[src/rtl/chipset_pkg.sv]
// Shared chipset definitions: the RAM arbiter state type and default sizing
// of the system-RAM port, the access slot length and the video burst limit.
package chipset_pkg;

  localparam int RAM_ADDR_WIDTH    = 17;
  localparam int RAM_ACCESS_CYCLES = 2;
  localparam int VIDEO_MAX_BURST   = 4;

  typedef enum logic [1:0] {
    IDLE,
    VIDEO_ACCESS,
    CPU_ACCESS,
    CPU_HOLD
  } arbiter_state_t;

endpackage

[src/rtl/video_ram_arbiter_if.sv]
// Bundle of the CPU, video-fetch and system-RAM signals around the arbiter.
// The slave modport is the arbiter side; master is everything around it.
interface video_ram_arbiter_if #(
  parameter int ADDR_WIDTH = chipset_pkg::RAM_ADDR_WIDTH
);

  logic                  cpu_request;
  logic                  cpu_write;
  logic [ADDR_WIDTH-1:0] cpu_address;
  logic [7:0]            cpu_data_in;
  logic [7:0]            cpu_data_out;
  logic                  VIDEO_READY;

  logic                  video_request;
  logic [ADDR_WIDTH-1:0] video_address;
  logic [7:0]            video_data;
  logic                  video_ack;

  logic [ADDR_WIDTH-1:0] ram_address;
  logic [7:0]            ram_data_write;
  logic                  ram_read_enable;
  logic                  ram_write_enable;
  logic [7:0]            ram_data_read;

  modport slave (
    input  cpu_request, cpu_write, cpu_address, cpu_data_in,
    output cpu_data_out, VIDEO_READY,
    input  video_request, video_address,
    output video_data, video_ack,
    output ram_address, ram_data_write, ram_read_enable, ram_write_enable,
    input  ram_data_read
  );

  modport master (
    output cpu_request, cpu_write, cpu_address, cpu_data_in,
    input  cpu_data_out, VIDEO_READY,
    output video_request, video_address,
    input  video_data, video_ack,
    input  ram_address, ram_data_write, ram_read_enable, ram_write_enable,
    output ram_data_read
  );

endinterface

[src/rtl/video_ram_arbiter.sv]
// Arbitrates the single system-RAM port between CPU cycles and video fetches.
// Video has fixed priority, bounded by a burst limit while the CPU is waiting.
module video_ram_arbiter
  import chipset_pkg::*;
#(
  parameter int ADDR_WIDTH      = RAM_ADDR_WIDTH,
  parameter int ACCESS_CYCLES   = RAM_ACCESS_CYCLES,
  parameter int MAX_VIDEO_BURST = VIDEO_MAX_BURST
) (
  input  logic                   clock,
  input  logic                   reset,
  video_ram_arbiter_if.slave     bus
);

  localparam int SLOT_W  = (ACCESS_CYCLES > 1) ? $clog2(ACCESS_CYCLES) : 1;
  localparam int BURST_W = $clog2(MAX_VIDEO_BURST + 1);
  localparam logic [SLOT_W-1:0]  SLOT_LAST = SLOT_W'(ACCESS_CYCLES - 1);
  localparam logic [BURST_W-1:0] BURST_MAX = BURST_W'(MAX_VIDEO_BURST);

  arbiter_state_t        state_q, state_d;
  logic [SLOT_W-1:0]     slot_q, slot_d;
  logic [BURST_W-1:0]    burst_q, burst_d;
  logic                  cpu_served_q, cpu_served_d;
  logic [ADDR_WIDTH-1:0] addr_q, addr_d;
  logic [7:0]            wdata_q, wdata_d;
  logic                  re_q, re_d;
  logic                  we_q, we_d;
  logic [7:0]            cpu_data_q, cpu_data_d;
  logic [7:0]            video_data_q, video_data_d;
  logic                  ack_q, ack_d;
  logic                  ready_q, ready_d;

  logic cpu_pending;
  logic access_last;
  logic cpu_finishing;

  always_comb begin
    // NOTE: every next-state variable takes its current value first, so no path infers a latch.
    state_d      = state_q;
    slot_d       = slot_q;
    burst_d      = burst_q;
    cpu_served_d = cpu_served_q;
    addr_d       = addr_q;
    wdata_d      = wdata_q;
    re_d         = re_q;
    we_d         = we_q;
    cpu_data_d   = cpu_data_q;
    video_data_d = video_data_q;
    ack_d        = 1'b0;

    cpu_pending   = bus.cpu_request & ~cpu_served_q;
    access_last   = (slot_q == SLOT_LAST);
    cpu_finishing = (state_q == CPU_ACCESS) && access_last;

    // Wait states end on the very clock the CPU's data is captured.
    ready_d = ~(cpu_pending & ~cpu_finishing);

    // A held request stays served until the CPU lets go of it.
    if (cpu_finishing) begin
      cpu_served_d = 1'b1;
    end else if (!bus.cpu_request) begin
      cpu_served_d = 1'b0;
    end

    case (state_q)
      IDLE: begin
        slot_d = '0;
        if (bus.video_request && ((burst_q < BURST_MAX) || !cpu_pending)) begin
          state_d = VIDEO_ACCESS;
          addr_d  = bus.video_address;
          re_d    = 1'b1;
          we_d    = 1'b0;
          if (burst_q != BURST_MAX) begin
            burst_d = burst_q + BURST_W'(1);
          end
        end else if (cpu_pending) begin
          state_d = CPU_ACCESS;
          addr_d  = bus.cpu_address;
          wdata_d = bus.cpu_data_in;
          re_d    = ~bus.cpu_write;
          we_d    = bus.cpu_write;
          burst_d = '0;
        end else begin
          burst_d = '0;
        end
      end

      VIDEO_ACCESS: begin
        if (access_last) begin
          state_d      = IDLE;
          re_d         = 1'b0;
          video_data_d = bus.ram_data_read;
          ack_d        = 1'b1;
        end else begin
          slot_d = slot_q + SLOT_W'(1);
        end
      end

      CPU_ACCESS: begin
        if (access_last) begin
          state_d = CPU_HOLD;
          if (re_q) begin
            cpu_data_d = bus.ram_data_read;
          end
          re_d = 1'b0;
          we_d = 1'b0;
        end else begin
          slot_d = slot_q + SLOT_W'(1);
        end
      end

      CPU_HOLD: state_d = IDLE;

      default: state_d = IDLE;
    endcase
  end

  // NOTE: sequential state uses non-blocking assignments only, so every register samples pre-edge values.
  always_ff @(posedge clock or posedge reset) begin
    if (reset) begin
      // NOTE: data registers are reset too; a dropped access must leave no stale data visible.
      state_q      <= IDLE;
      slot_q       <= '0;
      burst_q      <= '0;
      cpu_served_q <= 1'b0;
      addr_q       <= '0;
      wdata_q      <= '0;
      re_q         <= 1'b0;
      we_q         <= 1'b0;
      cpu_data_q   <= '0;
      video_data_q <= '0;
      ack_q        <= 1'b0;
      ready_q      <= 1'b1;
    end else begin
      state_q      <= state_d;
      slot_q       <= slot_d;
      burst_q      <= burst_d;
      cpu_served_q <= cpu_served_d;
      addr_q       <= addr_d;
      wdata_q      <= wdata_d;
      re_q         <= re_d;
      we_q         <= we_d;
      cpu_data_q   <= cpu_data_d;
      video_data_q <= video_data_d;
      ack_q        <= ack_d;
      ready_q      <= ready_d;
    end
  end

  assign bus.ram_address      = addr_q;
  assign bus.ram_data_write   = wdata_q;
  assign bus.ram_read_enable  = re_q;
  assign bus.ram_write_enable = we_q;
  assign bus.cpu_data_out     = cpu_data_q;
  assign bus.video_data       = video_data_q;
  assign bus.video_ack        = ack_q;
  assign bus.VIDEO_READY      = ready_q;

endmodule

[src/flat_wrapper.sv]
// flat-port wrapper written by rule: the top's interface ports become plain ports
module video_ram_arbiter_flat import chipset_pkg::*;
#(
  parameter int ADDR_WIDTH      = RAM_ADDR_WIDTH,
  parameter int ACCESS_CYCLES   = RAM_ACCESS_CYCLES,
  parameter int MAX_VIDEO_BURST = VIDEO_MAX_BURST
)
  (clock, reset, bus_cpu_request, bus_cpu_write, bus_cpu_address, bus_cpu_data_in, bus_cpu_data_out, bus_VIDEO_READY, bus_video_request, bus_video_address, bus_video_data, bus_video_ack, bus_ram_address, bus_ram_data_write, bus_ram_read_enable, bus_ram_write_enable, bus_ram_data_read);
  video_ram_arbiter_if #(.ADDR_WIDTH(ADDR_WIDTH)) bus_i ();
  input  logic clock;
  input  logic reset;
  input wire logic [$bits(bus_i.cpu_request)-1:0] bus_cpu_request;
  input wire logic [$bits(bus_i.cpu_write)-1:0] bus_cpu_write;
  input wire logic [$bits(bus_i.cpu_address)-1:0] bus_cpu_address;
  input wire logic [$bits(bus_i.cpu_data_in)-1:0] bus_cpu_data_in;
  output wire logic [$bits(bus_i.cpu_data_out)-1:0] bus_cpu_data_out;
  output wire logic [$bits(bus_i.VIDEO_READY)-1:0] bus_VIDEO_READY;
  input wire logic [$bits(bus_i.video_request)-1:0] bus_video_request;
  input wire logic [$bits(bus_i.video_address)-1:0] bus_video_address;
  output wire logic [$bits(bus_i.video_data)-1:0] bus_video_data;
  output wire logic [$bits(bus_i.video_ack)-1:0] bus_video_ack;
  output wire logic [$bits(bus_i.ram_address)-1:0] bus_ram_address;
  output wire logic [$bits(bus_i.ram_data_write)-1:0] bus_ram_data_write;
  output wire logic [$bits(bus_i.ram_read_enable)-1:0] bus_ram_read_enable;
  output wire logic [$bits(bus_i.ram_write_enable)-1:0] bus_ram_write_enable;
  input wire logic [$bits(bus_i.ram_data_read)-1:0] bus_ram_data_read;
  assign bus_i.cpu_request = bus_cpu_request;
  assign bus_i.cpu_write = bus_cpu_write;
  assign bus_i.cpu_address = bus_cpu_address;
  assign bus_i.cpu_data_in = bus_cpu_data_in;
  assign bus_cpu_data_out = bus_i.cpu_data_out;
  assign bus_VIDEO_READY = bus_i.VIDEO_READY;
  assign bus_i.video_request = bus_video_request;
  assign bus_i.video_address = bus_video_address;
  assign bus_video_data = bus_i.video_data;
  assign bus_video_ack = bus_i.video_ack;
  assign bus_ram_address = bus_i.ram_address;
  assign bus_ram_data_write = bus_i.ram_data_write;
  assign bus_ram_read_enable = bus_i.ram_read_enable;
  assign bus_ram_write_enable = bus_i.ram_write_enable;
  assign bus_i.ram_data_read = bus_ram_data_read;
  video_ram_arbiter #(.ADDR_WIDTH(ADDR_WIDTH), .ACCESS_CYCLES(ACCESS_CYCLES), .MAX_VIDEO_BURST(MAX_VIDEO_BURST)) u_core (.clock(clock), .reset(reset), .bus(bus_i));
endmodule
[config.mk]
export PLATFORM = sky130hd
export DESIGN_NAME = video_ram_arbiter_flat
export DESIGN_NICKNAME = d
export VERILOG_FILES = /design/src/rtl/chipset_pkg.sv /design/src/rtl/video_ram_arbiter_if.sv /design/src/rtl/video_ram_arbiter.sv /design/src/flat_wrapper.sv
export SDC_FILE = /design/constraint.sdc
export NUM_CORES = 1
export LEC_CHECK = 0
export ABC_AREA = 0
export BUFFER_PORTS_ARGS = -buffer_cell sky130_fd_sc_hd__buf_4
export CAP_MARGIN = 10
export CORE_MARGIN = 2
export CORE_UTILIZATION = 42
export CTS_CLUSTER_SIZE = 8
export DETAILED_ROUTE_END_ITERATION = 8
export PLACE_DENSITY = 0.71
export SYNTH_ARGS = -nofsm -noshare
export SYNTH_HDL_FRONTEND = slang
export SYNTH_SLANG_ARGS = --single-unit
[constraint.sdc]
create_clock -name clock -period 2.3 [get_ports clock]
set_input_delay 0.46 -clock clock [delete_from_list [all_inputs] [get_ports clock]]
set_output_delay 0.46 -clock clock [all_outputs]
set_load 0.01 [all_outputs]
==> out/results.tsv <==
stage	metric	value	unit
logic_synthesis	post-synth top area share	0.5463	
pwr	Tot Pwr	4.265	mW
global_routing	grt ovf	0	
logic_synthesis	cell taking the most area after synthesis	dfrtp_1	
logic_synthesis	#FFs+latches synth	52	
cts	Post-CTS Hold Buffers	0	
pwr	Peak VDD IR	0.4974	mV
min_path	HP Class	input pin to asynchronous set/reset pin	
cts	clock latency on the worst-skew pair	0.30	ns
worst_setup_path	Crit. End Element	register	
timing	min Tclk post-route	1.803	ns
worst_setup_path	Critical R2R Capture	u_core.state_q[1]	
timing	fin crit share	0.7837	
timing	Hold Vio Cnt, Final	0	
logic_synthesis	Seq/Total Area, Yosys	0.5576	
timing	Rel. slew slack	0.6680	
worst_setup_path	Critical Path RT	2.49	ns
routing	Routed WL	4.816	mm
global_routing	Top Usage Layer GRT	met2	
worst_setup_path	Critical R2R Launch	u_core.state_q[1]	
floorplanning	Starting Density	0.4295	
logic_synthesis	Syn. warnings	0	
routing	DRT iter0 DRCs	44	
cts	CTS-repair resized insts	0	
worst_setup_path	CP Class	register to register	
cts	CTS clk-pin slew, worst paths	0.09	ns
worst_setup_path	Worst Path Max Fanout	10	
worst_setup_path	worst path cell trace	inv_1, ha_1, nor3b_2, o21bai_4, mux2_4	
logic_synthesis	number of flops mapped to enable cells by yosys	0	
finish	fillers	462	
floorplanning	die area	6175	um^2
routing	# DRC	0	
routing	drt via density	4.772	
cts	H-tree depth	2	
cts	clock root buffer	clkbuf_8	
finish	Inserted Diodes	0	
global_routing	initial antenna violation count	0	
global_routing	largest net degree at the start of global routing	35	
timing	Hold Slack	0.1769	ns
routing	wire length per cell	13.23	um
timing	final setup fails	0	
floorplanning	Chip Width	78.58	um
cts	Inserted Clock Buffers	5	
worst_setup_path	reg2reg path depth	5	
global_routing	All-Layer GR Usage	0.1718	
logic_synthesis	Synth area leaders	dfrtp_1 (55%), mux2_2 (13%), mux2i_1 (8.6%)	
worst_setup_path	Worst path max stage delay	0.43	ns
global_routing	first-pass GRT wire length	8.397	mm
logic_synthesis	Syn Nets	251	
timing	f_max	554.8	MHz
global_routing	GRT met2 Usage	0.2829	
routing	Final ANT Viol Nets	0	
timing	measured slew at the worst slew-check pin	0.4972	ns
cts	# Post-CTS Setup Buffers	0	
worst_setup_path	WP data arrival	1.99	ns
finish	leading cell types in the layout, fill and taps excluded	buf_4 (103), dfrtp_1 (51), nand2_1 (27)	
worst_setup_path	Setup crit start kind	register	
run	max-cap check violation count	0	
place	# port buffers	99	
logic_synthesis	Synth Area per Inst	12.36	um^2
finish	fin nets	353	
logic_synthesis	Main synth FF type	dfrtp_1	
cts	CTS tree	yes	
worst_setup_path	Slowest cell on crit path	dfrtp_1	
timing	setup TNS	0	ns
timing	count of pins over their slew limit	0	
pwr	Leakage Power	1.666	nW
timing	unrepaired setup endpoints after global routing	no	
global_routing	met3 usage	0.06437	
place	HPWL Detailed	3.767	mm
worst_setup_path	kind of cell adding the most delay to the critical path	flip-flops	
finish	share of cells above drive strength 1	0.4932	
place	GP Congestion	0.7654	
floorplanning	row count	27	
logic_synthesis	Yosys cell types	30	
floorplanning	Die Y	78.58	um
floorplanning	Core Area	5439	um^2
global_routing	GRT met1 Usage	0.2117	
routing	Pre-antenna DRT Iters	4	
logic_synthesis	Async SR Flop Fraction	1.000	
logic_synthesis	Gate Count Post-Synth	189	
pwr	cell area power density	1300	nW/um^2
logic_synthesis	Syn Std Cell Area	2336	um^2
worst_setup_path	Buf/Inv on CP	1	
floorplanning	IO Pins	100	
finish	commonest non-fill, non-tap cell in the layout	buf_4	
cts	CTS Buffer Depth	2	
status	status	completed	
finish	Syn-to-layout area delta	40.49	%
timing	Clock Skew	0.008737	ns
global_routing	vias in the first global route	1837	
routing	DR vias	1737	
cts	count of clock tree sinks	52	
worst_setup_path	reg2reg setup slack	0.50	ns
[power breakdown]
part / leakage (nW) / internal (mW) / switching [mW]
Sequential: 0.631 / 1.37 / 0.267
Combinational: 0.969 / 1.05 / 0.854
Clock: 0.0654 / 0.435 / 0.289
Total: 1.67 / 2.85 / 1.41
[worst max path at each step]
stage | startpoint | end | slack, ns | cells after the start
floorplan | reset | u_core.access_last | 0.58 | 1
global placement | u_core.state_q[0] | u_core.state_q[1] | 0.59 | 5
detailed placement | u_core.state_q[0] | u_core.state_q[1] | 0.50 | 5
CTS | u_core.state_q[1] | u_core.state_q[1] | 0.50 | 5
global route | u_core.state_q[1] | u_core.state_q[1] | 0.35 | 5
finish | u_core.state_q[1] | u_core.state_q[1] | 0.50 | 5
[flip-flops by register name, indices dropped and copies added, names as in the netlist]
| register | count |
|---|---|
| u_core.bus.ram_data_write | 8 |
| u_core.bus.cpu_data_out | 8 |
| u_core.burst_q | 3 |
| u_core.bus.ram_read_enable | 1 |
| u_core.cpu_served_q | 1 |
| u_core.bus.video_data | 8 |
| u_core.bus.ram_address | 17 |
| u_core.bus.ram_write_enable | 1 |
| u_core.bus.VIDEO_READY | 1 |
| u_core.state_q | 2 |
| u_core.bus.video_ack | 1 |
| u_core.access_last | 1 |
[cell type report]
| type | count | area, um^2 | area share |
|---|---|---|---|
| repair buffers | 103 | 773.2 | 0.2356 |
| inverters | 6 | 22.52 | 0.006862 |
| multi-input cells | 123 | 960.9 | 0.2928 |
| clock buffers | 6 | 72.57 | 0.02211 |
| well taps | 72 | 90.09 | 0.02745 |
| clock inverters | 2 | 60.06 | 0.01830 |
| flip-flops and latches | 52 | 1303 | 0.3969 |
[worst register-to-register path, cell delays in order (launching register included)]
cell and delay (ns):
dfrtp_1 0.43, inv_1 0.11, ha_1 0.37, nor3b_2 0.30
o21bai_4 0.18, mux2_4 0.31
[synthesized netlist by cell type, types with 2 or more instances]
cell type and count:
a21oi_1 3, buf_2 3, buf_4 4, dfrtp_1 51, ha_1 7, inv_1 6, mux2_2 26, mux2i_1 20
nand2_1 27, nor2_1 3, nor2b_1 2, o21ai_0 19
[stage by stage]
step | cell area, um^2 | utilization | worst slack [ns] | std cells
after floorplan | 2336 | - | 0.5838 | 189
after global placement | 3149 | 0.5790 | 0.5912 | 356
after detailed placement | 3149 | 0.5790 | 0.5040 | 356
after CTS | 3282 | 0.6034 | 0.4983 | 364
after global routing | 3282 | 0.6034 | 0.3494 | 364
final | 3282 | 0.6034 | 0.4974 | 364
[routing by layer]
metal | share of wire | vias to the layer above
li1 | - | 849
met5 | 0 | -
met3 | 0.11 | 6
met4 | 0.012 | 0
met2 | 0.45 | 82
met1 | 0.43 | 800
[logic make-up after synthesis]
family                   after synthesis  share of synthesized area
AND/OR/NAND/NOR                       40                    0.08088
adder cells (fa/ha/maj)                7                    0.03749
AO/OA/AOI/OAI                         29                    0.07552
flip-flops                            52                     0.5576
buffers and inverters                 14                    0.03106
multiplexers                          47                     0.2175
No activity file was read; power rests on OpenSTA's default activity.
